$ cat src/rtl/fifo_ctrl_param.sv
// Pointer, occupancy and flag controller for a single-clock FIFO built around an
// external simple-dual-port RAM; supports non-power-of-2 depths with early wrap.
module fifo_ctrl_param #(
  parameter int ADDR_W     = 4,
  parameter int DEPTH      = 2**ADDR_W,
  parameter int AFULL_LVL  = DEPTH - 2,
  parameter int AEMPTY_LVL = 2
) (
  input  logic              clk,
  input  logic              reset,
  input  logic              clear,
  input  logic              write,
  input  logic              read,
  output logic              write_en,
  output logic              read_en,
  output logic [ADDR_W-1:0] write_addr,
  output logic [ADDR_W-1:0] read_addr,
  output logic [ADDR_W:0]   count,
  output logic              full,
  output logic              empty,
  output logic              almost_full,
  output logic              almost_empty,
  output logic              overflow,
  output logic              underflow
);

  if (DEPTH < 2 || DEPTH > 2**ADDR_W || AFULL_LVL > DEPTH) begin : g_bad_params
    $error("fifo_ctrl_param: illegal DEPTH or AFULL_LVL for ADDR_W");
  end

  localparam logic [ADDR_W-1:0] LAST_PTR   = ADDR_W'(DEPTH - 1);
  localparam logic [ADDR_W:0]   DEPTH_CNT  = (ADDR_W+1)'(DEPTH);
  localparam logic [ADDR_W:0]   AFULL_CNT  = (ADDR_W+1)'(AFULL_LVL);
  // A threshold beyond DEPTH behaves like DEPTH; saturate so it cannot truncate.
  localparam logic [ADDR_W:0]   AEMPTY_CNT =
    (ADDR_W+1)'((AEMPTY_LVL > DEPTH) ? DEPTH : AEMPTY_LVL);

  logic [ADDR_W-1:0] wr_ptr_q, wr_ptr_d;
  logic [ADDR_W-1:0] rd_ptr_q, rd_ptr_d;
  logic [ADDR_W:0]   count_q, count_d;
  logic              overflow_q, overflow_d;
  logic              underflow_q, underflow_d;

  assign full         = (count_q == DEPTH_CNT);
  assign empty        = (count_q == '0);
  assign almost_full  = (count_q >= AFULL_CNT);
  assign almost_empty = (count_q <= AEMPTY_CNT);

  always_comb begin
    // A read frees a slot in the same cycle, so full still accepts write+read.
    read_en     = read & ~empty;
    write_en    = write & (~full | read_en);
    wr_ptr_d    = wr_ptr_q;
    rd_ptr_d    = rd_ptr_q;
    count_d     = count_q;
    overflow_d  = overflow_q | (write & ~write_en);
    underflow_d = underflow_q | (read & ~read_en);

    if (write_en) begin
      wr_ptr_d = (wr_ptr_q == LAST_PTR) ? '0 : wr_ptr_q + ADDR_W'(1);
    end
    if (read_en) begin
      rd_ptr_d = (rd_ptr_q == LAST_PTR) ? '0 : rd_ptr_q + ADDR_W'(1);
    end

    case ({write_en, read_en})
      2'b10:   count_d = count_q + (ADDR_W+1)'(1);
      2'b01:   count_d = count_q - (ADDR_W+1)'(1);
      default: count_d = count_q;
    endcase

    if (clear) begin
      wr_ptr_d    = '0;
      rd_ptr_d    = '0;
      count_d     = '0;
      overflow_d  = 1'b0;
      underflow_d = 1'b0;
    end
  end

  always_ff @(posedge clk) begin
    if (!reset) begin
      wr_ptr_q    <= '0;
      rd_ptr_q    <= '0;
      count_q     <= '0;
      overflow_q  <= 1'b0;
      underflow_q <= 1'b0;
    end else begin
      wr_ptr_q    <= wr_ptr_d;
      rd_ptr_q    <= rd_ptr_d;
      count_q     <= count_d;
      overflow_q  <= overflow_d;
      underflow_q <= underflow_d;
    end
  end

  assign write_addr = wr_ptr_q;
  assign read_addr  = rd_ptr_q;
  assign count      = count_q;
  assign overflow   = overflow_q;
  assign underflow  = underflow_q;

endmodule
$ cat config.mk
export PLATFORM = sky130hd
export DESIGN_NAME = fifo_ctrl_param
export DESIGN_NICKNAME = d
export VERILOG_FILES = /design/src/rtl/fifo_ctrl_param.sv
export SDC_FILE = /design/constraint.sdc
export NUM_CORES = 1
export LEC_CHECK = 0
export CAP_MARGIN = 20
export CORE_ASPECT_RATIO = 1.75
export CORE_MARGIN = 5
export CORE_UTILIZATION = 40
export CTS_BUF_LIST = sky130_fd_sc_hd__clkbuf_2
export DETAILED_ROUTE_END_ITERATION = 8
export PLACE_DENSITY_LB_ADDON = 0.15
export SLEW_MARGIN = 10
export SYNTH_ARGS = -nofsm -noshare
export SYNTH_HDL_FRONTEND = slang
export SYNTH_SLANG_ARGS = --single-unit
$ cat constraint.sdc
create_clock -name clk -period 2.6 [get_ports clk]
set_input_delay 0.26 -clock clk [delete_from_list [all_inputs] [get_ports clk]]
set_output_delay 0.26 -clock clk [all_outputs]
set_load 0.05 [all_outputs]
# After elaboration in Yosys (flattened, before gate mapping)
# Index checks and enable logic that the tools add are counted.
[classes] n_addsub=4 n_lt_le_gt_ge=2 n_eq_ne=5 mux=3 bitwise=12 reduce_logical=3
[ops] operator="$pmux W5 S2" n=1
[ops] operator="$add A4 B1 Y4 const B" n=2
[ops] operator="$eq A4 B4 Y1 const B" n=2
[ops] operator="$mux W4" n=2
[ops] operator="$add A5 B1 Y5 const B" n=1
[ops] operator="$eq A5 B5 Y1 const B" n=1
[ops] operator="$ge A5 B4 Y1 const B" n=1
[ops] operator="$le A5 B2 Y1 const B" n=1
[ops] operator="$logic_not A5 Y1" n=1
[ops] operator="$not A1 Y1" n=5
[ops] operator="$sub A5 B1 Y5 const B" n=1
[ops] operator="$and A1 B1 Y1" n=4
[ops] operator="$or A1 B1 Y1" n=3
[ops] operator="$eq A2 B1 Y1 const B" n=1
[ops] operator="$eq A2 B2 Y1 const B" n=1
[ops] operator="$reduce_bool A2 Y1" n=1
[ops] operator="$reduce_or A2 Y1" n=1
[totals] register_bits=15 input_bits=5 out_inout_bits=21

# Logic depth before layout (Yosys ltp)
# Gate-level depths: netlist of run 1.
[logic_depth] depth_word=8 ltp_mapped=8 mapped_depth_nobuf=8

# Worst setup path before layout of run 1
# No wires, ideal clock.
[synth_timing] path_type="reg-to-reg" from="register count_q[2], in the netlist count[2]" to="register count_q[4], in the netlist count[4]" setup_time_ns=0.130 arrival_ns=2.324 required_ns=2.470 setup_slack_ns=0.146 stages_incl_launch_ff=9 period_less_slack_ns=2.454 cell_sequence="dfxtp_1 or3_4 o311ai_4 inv_2 ha_1 nand2b_1 a21o_1 a311oi_1 nand3_1"
[synth_between] elab_chain_cells=7 word_cells_on_any_way=13 classes_between="add/sub (2); eq/ne (3); mux (1); bitwise (5); reduce/logical (2)"
[synth_rtl] element="from (decl)" line="40" text="logic [ADDR_W:0] count_q, count_d;"
[synth_rtl] element="from (signal assigned)" line="91" text="count_q <= count_d;"
[synth_rtl] element="$logic_not A5 Y1" line="45" text="assign empty = (count_q == '0);"
[synth_rtl] element="$not A1 Y1" line="51" text="read_en = read & ~empty;"
[synth_rtl] element="$and A1 B1 Y1" line="51"
[synth_rtl] element="$or A1 B1 Y1" line="52" text="write_en = write & (~full | read_en);"
[synth_rtl] element="$and A1 B1 Y1" line="52"
[synth_rtl] element="$eq A2 B1 Y1 / $eq A2 B2 Y1 (equally long branches)" line="66" text="case ({write_en, read_en})"
[synth_rtl] element="$pmux W5 S2 / $reduce_bool A2 Y1 (equally long branches)"
# Several ways; a longest one is shown, not always the timed one.
# A chain may end at the register's enable or synchronous reset.

# Final worst setup path of run 1
# Same ends and word-level chain as after synthesis.

==> metrics, run 1 <==
clock slew at the register clock pins of the worst setup and hold paths 0.16 ns; core area 2460 µm²; Worst Path Required 2.85 ns; crit path kind flop to flop; Lkg Pwr 0.516 nW; Final Hold Vio Count 0; compound-gate portion of the synthesized area 25.3%; Core Util, Final 54.5%; yosys warns 0; root buffer cell clkbuf_2; Setup crit end kind flop; Syn Inst Count 114; clk buf depth 2; max-cap viol count 0; CTS tree built; DRT Pass-1 Iters 4; Mapped Avg Cell Area 8.86 µm²; Synth top area share 29.7%; Slew HR 62.7%; post-DR vias/cell 5.66; die width 48.0 µm; Yosys cell types 48; vias in the first global route 955; Hold Path Stages 1; die area 3670 µm²; WL final 2620 µm; pwr dens 403 nW/µm²; worst slew pin tran 0.559 ns; Synth Area in Adders 8.18%; IO Pins 26; vias post-DR 968; #FFs+latches synth 15; DR iter-0 viols 33; Yosys top cell by area dfxtp_1; # port buffers 25; Synth Area in XOR/XNOR 1.73%; WP data arrival 2.74 ns; commonest non-fill, non-tap cells in the layout 22 x clkdlybuf4s50_1, 14 x dfxtp_1, 12 x nor2_1, 8 x buf_4; Post-CTS Hold Buffers 0; fin. max-slew vios 0; Netlist Area Pre-Place 1010 µm²; grt total ovfl 0; sequential fraction of the synthesis area 29.7%; Post-DP HPWL 2000 µm; GPL Wtd Cong 0.850; Final setup violation count 0; Clk Latency, worst-skew pair 0.29 ns; Tcrit/Tclk final 95.9%; share of cells above drive strength 1 17.9%; row cnt 24; post-route ant nets 0; die height 76.5 µm; ANT cells 0; Filler cells 248; min Tclk post-route 2.49 ns; all-layer global routing usage 15.7%; # nets final 157; simple logic cell fraction of the synthesized area 23.5%; Max IR drop VDD 231 µV; asr flop ratio synth 0%; clock skew 0.00263 ns; total power 541 µW; # H-tree levels 1; first-pass GRT wire length 4320 µm; initial cell density of the core 41.0%; largest net degree at the start of global routing 14; largest family of logic cells by synthesized area compound AO/OA/AOI/OAI gates; Worst Reg-to-Reg Cells 8; Max Clock Freq 401 MHz; DR WL/cell 15.3 µm; Max FO, Critical Path 7; Startpoint Class flop; Setup WS pre-CTS 0.190 ns; # DRC 0; initial antenna violation count 0; clk sinks 15; mux contribution to synthesized area 6.07%; final worst slack 0.106 ns; area of the multi-input gates 663 µm²; P&R area growth vs syn 32.8%; Hold/Removal Path Class flop to flop; status finished clean; most common cell after layout, fill and taps aside clkdlybuf4s50_1; register area 302 µm²; Inserted Clock Buffers 3; Post-synth EDFFs 0; syn nets 125; top_reg_cell synth dfxtp_1; Area contributors post-synth dfxtp_1 30%, ha_1 6.2%, mux2i_1 5.0%
[repair_timing]
action                                  CTS  global route
hold endpoints to repair                  0             0
buffers inserted                          0             1
pin swaps                                 0             1
endpoints found under the setup margin    1             2
gates resized for setup                   1             5
[report_power, final]
group          total [mW]  switching (mW)  leakage, nW  internal, mW
Clock               0.116          0.0815       0.0164        0.0348
Sequential          0.242         0.00547        0.122         0.236
Combinational       0.183           0.116        0.378        0.0672
[cells in the mapped netlist (all sizes together), types with 2 or more instances]
cell type,instances
a211oi,2
mux2i,5
nand2b,2
a21oi,7
a311oi,2
nor2,12
o311ai,2
nand2,7
o31ai,2
nand3,6
or3,2
dfxtp,15
inv,6
o21ai,5
buf,4
nor2b,3
ha,5
a2111oi,2
a21o,2
nor3,2
nor4,2
[per-stage QoR]
stage | TNS, ns | hold slack, ns | area [µm²] | cells
CTS | 0 | 0.499 | 1320 | 170
global placement | 0 | 0.449 | 1300 | 166
detailed placement | 0 | 0.462 | 1300 | 166
floorplan | 0 | 0.452 | 1010 | 114
finish | 0 | 0.490 | 1340 | 171
global route | -0.0722 | 0.526 | 1340 | 171
[kinds of logic after synthesis]
kind of cell    Yosys count
simple gates             43
compound gates           31
buf+inv                  11
flops                    15
fa+ha+maj                 6
mux                       6
xor+xnor                  2
[routing by layer]
| layer | track usage [%] | vias to the layer above | part of all wire [%] |
|---|---|---|---|
| li1 | - | 488 | - |
| met1 | 17.5 | 451 | 38 |
| met2 | 27.5 | 27 | 56 |
| met3 | 1.42 | 2 | 4.5 |
| met4 | 7.01 | 0 | 1.1 |
| met5 | 0 | - | 0 |
[final timing paths]
| kind | start | slack (ns) | end |
|---|---|---|---|
| worst max-delay path | count[2] | 0.11 | count[4] |
| worst min-delay path | overflow | 0.49 | overflow |
| worst max register to register | count[2] | 0.11 | count[4] |
| worst min register to register | overflow | 0.49 | overflow |
[worst max-delay path: stages, from the launching register on]
cell and delay [ns]:
dfxtp_2 0.40, or3_4 0.43, o311ai_4 0.39, inv_2 0.12, ha_1 0.35, nand2b_1 0.11, a2111oi_1 0.50, a311oi_2 0.07
nand3_1 0.08
[final cells by class]
type | count | area share, %
multi-input combinational | 88 | 49.4
tap | 26 | 2.43
timing repair buffer | 32 | 22.5
clock inverter | 1 | 0.373
sequential | 15 | 22.5
clock buffer | 3 | 1.12
inverter | 6 | 1.68
[flip-flops by register name, summed over array words and instances (netlist names)]
name and flops:
write_addr 4, overflow 1, count 5, read_addr 4, underflow 1
Power figures use the tool's default switching activity.
==> inputs of run 2 (changes only) <==
- ABC_AREA: unset -> 0
==> results of run 2 <==
The final DEF is identical to that of run 1; final timing and power are the same.
==> inputs of run 3 (changes only) <==
--- a/config.mk
+++ b/config.mk
@@ -9,5 +9,4 @@
 export CAP_MARGIN = 20
-export CORE_ASPECT_RATIO = 1.75
 export CORE_MARGIN = 5
-export CORE_UTILIZATION = 40
+export CORE_UTILIZATION = 50
 export CTS_BUF_LIST = sky130_fd_sc_hd__clkbuf_2
--- a/constraint.sdc
+++ b/constraint.sdc
@@ -3,2 +3,2 @@
 set_output_delay 0.26 -clock clk [all_outputs]
-set_load 0.05 [all_outputs]
+set_load 0.02 [all_outputs]
==> run 3 against run 2 <==
Net effect:
- final area is 1.5% lower
- maximum frequency increased by 0.58%
- largest power group unchanged
- critical endpoint is now write_en
- sequential power hardly changed
- worst hold slack gained 0.015 ns
- utilization increased by 14 points
- critical path depth is 4 lower
- combinational power is 19% lower
- via count is 1.0% lower
- final cell count decreased by 0.58%
- global-route usage increased by 3.3 points
- sequential share of layout area increased by 0.34 points
==> metrics, run 3 (synthesis gave the netlist of run 1 again) <==
# nets final 155 (-1.3%); Final setup violation count 0 (unchanged); die width 54.9 µm (+15%); Post-CTS Hold Buffers 0 (unchanged); worst slew pin tran 0.572 ns (+0.0127 ns); vias post-DR 958 (-1.0%); ANT cells 0 (unchanged); total power 507 µW (-6.3%); P&R area growth vs syn 30.9%; unrepaired setup endpoints after global routing no; min Tclk post-route 2.48 ns (-0.0145 ns); fin. max-slew vios 0 (unchanged); clock skew 0.00829 ns (+0.00566 ns); DRT Pass-1 Iters 4 (unchanged); grt total ovfl 0 (unchanged); Crit path largest cell delay 0.60 ns (+0.10 ns); core area 1940 µm² (-21%); Setup crit end kind output port; largest net degree at the start of global routing 14 (unchanged); pwr dens 383 nW/µm² (-4.9%); most common cell after layout, fill and taps aside clkdlybuf4s50_1; Hold/Removal Path Class flop to flop; status finished clean; # DRC 0 (unchanged); design area 1320 µm² (-1.5%); vias in the first global route 933 (-2.3%); WP data arrival 2.22 ns (-0.52 ns); DR iter-0 viols 20 (-39%); Fin Setup TNS 0 ns (unchanged); Final Hold Vio Count 0 (unchanged); IO Pins 26 (unchanged); Worst Path Required 2.34 ns (-0.51 ns); WP buf/inv 2 (+1); Lkg Pwr 0.498 nW (-3.6%); Inserted Clock Buffers 3 (unchanged); Max Clock Freq 403 MHz (+0.58%); die area 3020 µm² (-18%); Cell Area, Placed 1290 µm² (-0.86%); # H-tree levels 1 (unchanged); all-layer global routing usage 19.0% (+3.3 points); Final Instance Count excl. Fillers 170 (-0.58%); initial antenna violation count 0 (unchanged); GPL Wtd Cong 0.954 (+12%); clk sinks 15 (unchanged); CP cell instances or4_4 > o31ai_4 > inv_1 > clkdlybuf4s50_1; first-pass GRT wire length 4220 µm (-2.2%); Tcrit/Tclk final 95.3% (-0.56 points); Slew HR 61.8% (-0.92 points); post-route ant nets 0 (unchanged); initial cell density of the core 52.0% (+11 points); Max FO, Critical Path 10 (+3); Cells after DPL 165 (-0.60%); row cnt 16 (-33%); clock slew at the register clock pins of the worst setup and hold paths 0.16 ns (about the same); DR WL/cell 14.4 µm (-6.2%); Post-DP HPWL 1810 µm (-9.2%); crit path kind flop to output port; post-DR vias/cell 5.64 (-0.45%); family with the most delay on the worst path buffers and inverters; CP max stage cell or4_4; root buffer cell clkbuf_2; Startpoint Class flop; Max IR drop VDD 313 µV (+36%); max FFs per register 5 (unchanged); die height 54.9 µm (-28%); commonest non-fill, non-tap cells in the layout 25 x clkdlybuf4s50_1, 14 x dfxtp_1, 12 x nor2_1, 7 x nand2_1, 7 x a21oi_1; clk buf depth 2 (unchanged); Clk Latency, worst-skew pair 0.28 ns (about the same); share of cells above drive strength 1 15.4% (-2.5 points); CTS tree built; max-cap viol count 0 (unchanged); # port buffers 25 (unchanged); WL final 2440 µm (-6.7%)
==> run 3: changes by cell type in the layout (fill, tap and decap cells not counted) <==
cell | before | now
a2111oi_1 | 2 | 1
dlygate4sd2_1 | 1 | 0
a311oi_2 | 1 | 0
buf_4 | 8 | 5
dlymetal6s2s_1 | 1 | 0
clkdlybuf4s50_1 | 22 | 25
a2111oi_0 | 0 | 1
a311oi_1 | 1 | 2
==> run 3: what timing repair did <==
item	in CTS	in global routing
resized for setup	0	2
endpoints found under the setup margin	0	3
buffers inserted	0	1
==> run 3: path summary, 6_finish.rpt <==
check             startpoint         to  slack, ns  cells after the start
setup reg to reg    count[2]   count[4]       0.16                      8
hold reg to reg    underflow  underflow       0.51                      2
hold / removal     underflow  underflow       0.51                      2
setup / recovery    count[1]   write_en       0.12                      4
==> run 3: metrics by stage <==
| step | hold WS (ns) | util [%] | setup slack [ns] |
|---|---|---|---|
| 2_1_floorplan | 0.452 | - | 0.294 |
| 3_5_place_dp | 0.481 | 66.5 | 0.178 |
| 6_report | 0.506 | 68.0 | 0.121 |
| 3_3_place_gp | 0.452 | 66.5 | 0.286 |
| 4_1_cts | 0.517 | 67.5 | 0.0462 |
| 5_1_grt | 0.535 | 68.0 | 0.0123 |
==> run 3: final cells by class <==
| class | count | area (µm²) |
|---|---|---|
| timing repair buffer | 30 | 288 |
| tap | 27 | 33.8 |
| sequential | 15 | 302 |
| inverter | 6 | 22.5 |
| fill | 170 | 621 |
| clock buffer | 3 | 15.0 |
| clock inverter | 1 | 5.00 |
| multi-input combinational | 88 | 656 |
==> run 3: layer usage <==
layer | track usage, % | vias to the layer above | part of all wire (%)
met5 | 0 | - | 0
met4 | 6.88 | 0 | 1.1
met3 | 3.49 | 4 | 5.0
met2 | 30.1 | 23 | 45
met1 | 25.5 | 448 | 48
li1 | - | 483 | -
==> run 3: where the power goes <==
| group | leakage (nW) | total, mW | switching [mW] | internal, mW |
|---|---|---|---|---|
| registers | 0.122 | 0.245 | 0.00888 | 0.236 |
| logic | 0.359 | 0.148 | 0.0813 | 0.0670 |
| clock network | 0.0164 | 0.113 | 0.0783 | 0.0349 |
| total | 0.498 | 0.507 | 0.168 | 0.338 |
==> run 3: worst min-delay path, stage by stage (launching register included) <==
cell	delay, ns
dfxtp_1	0.37
a21oi_1	0.04
nor2_1	0.07
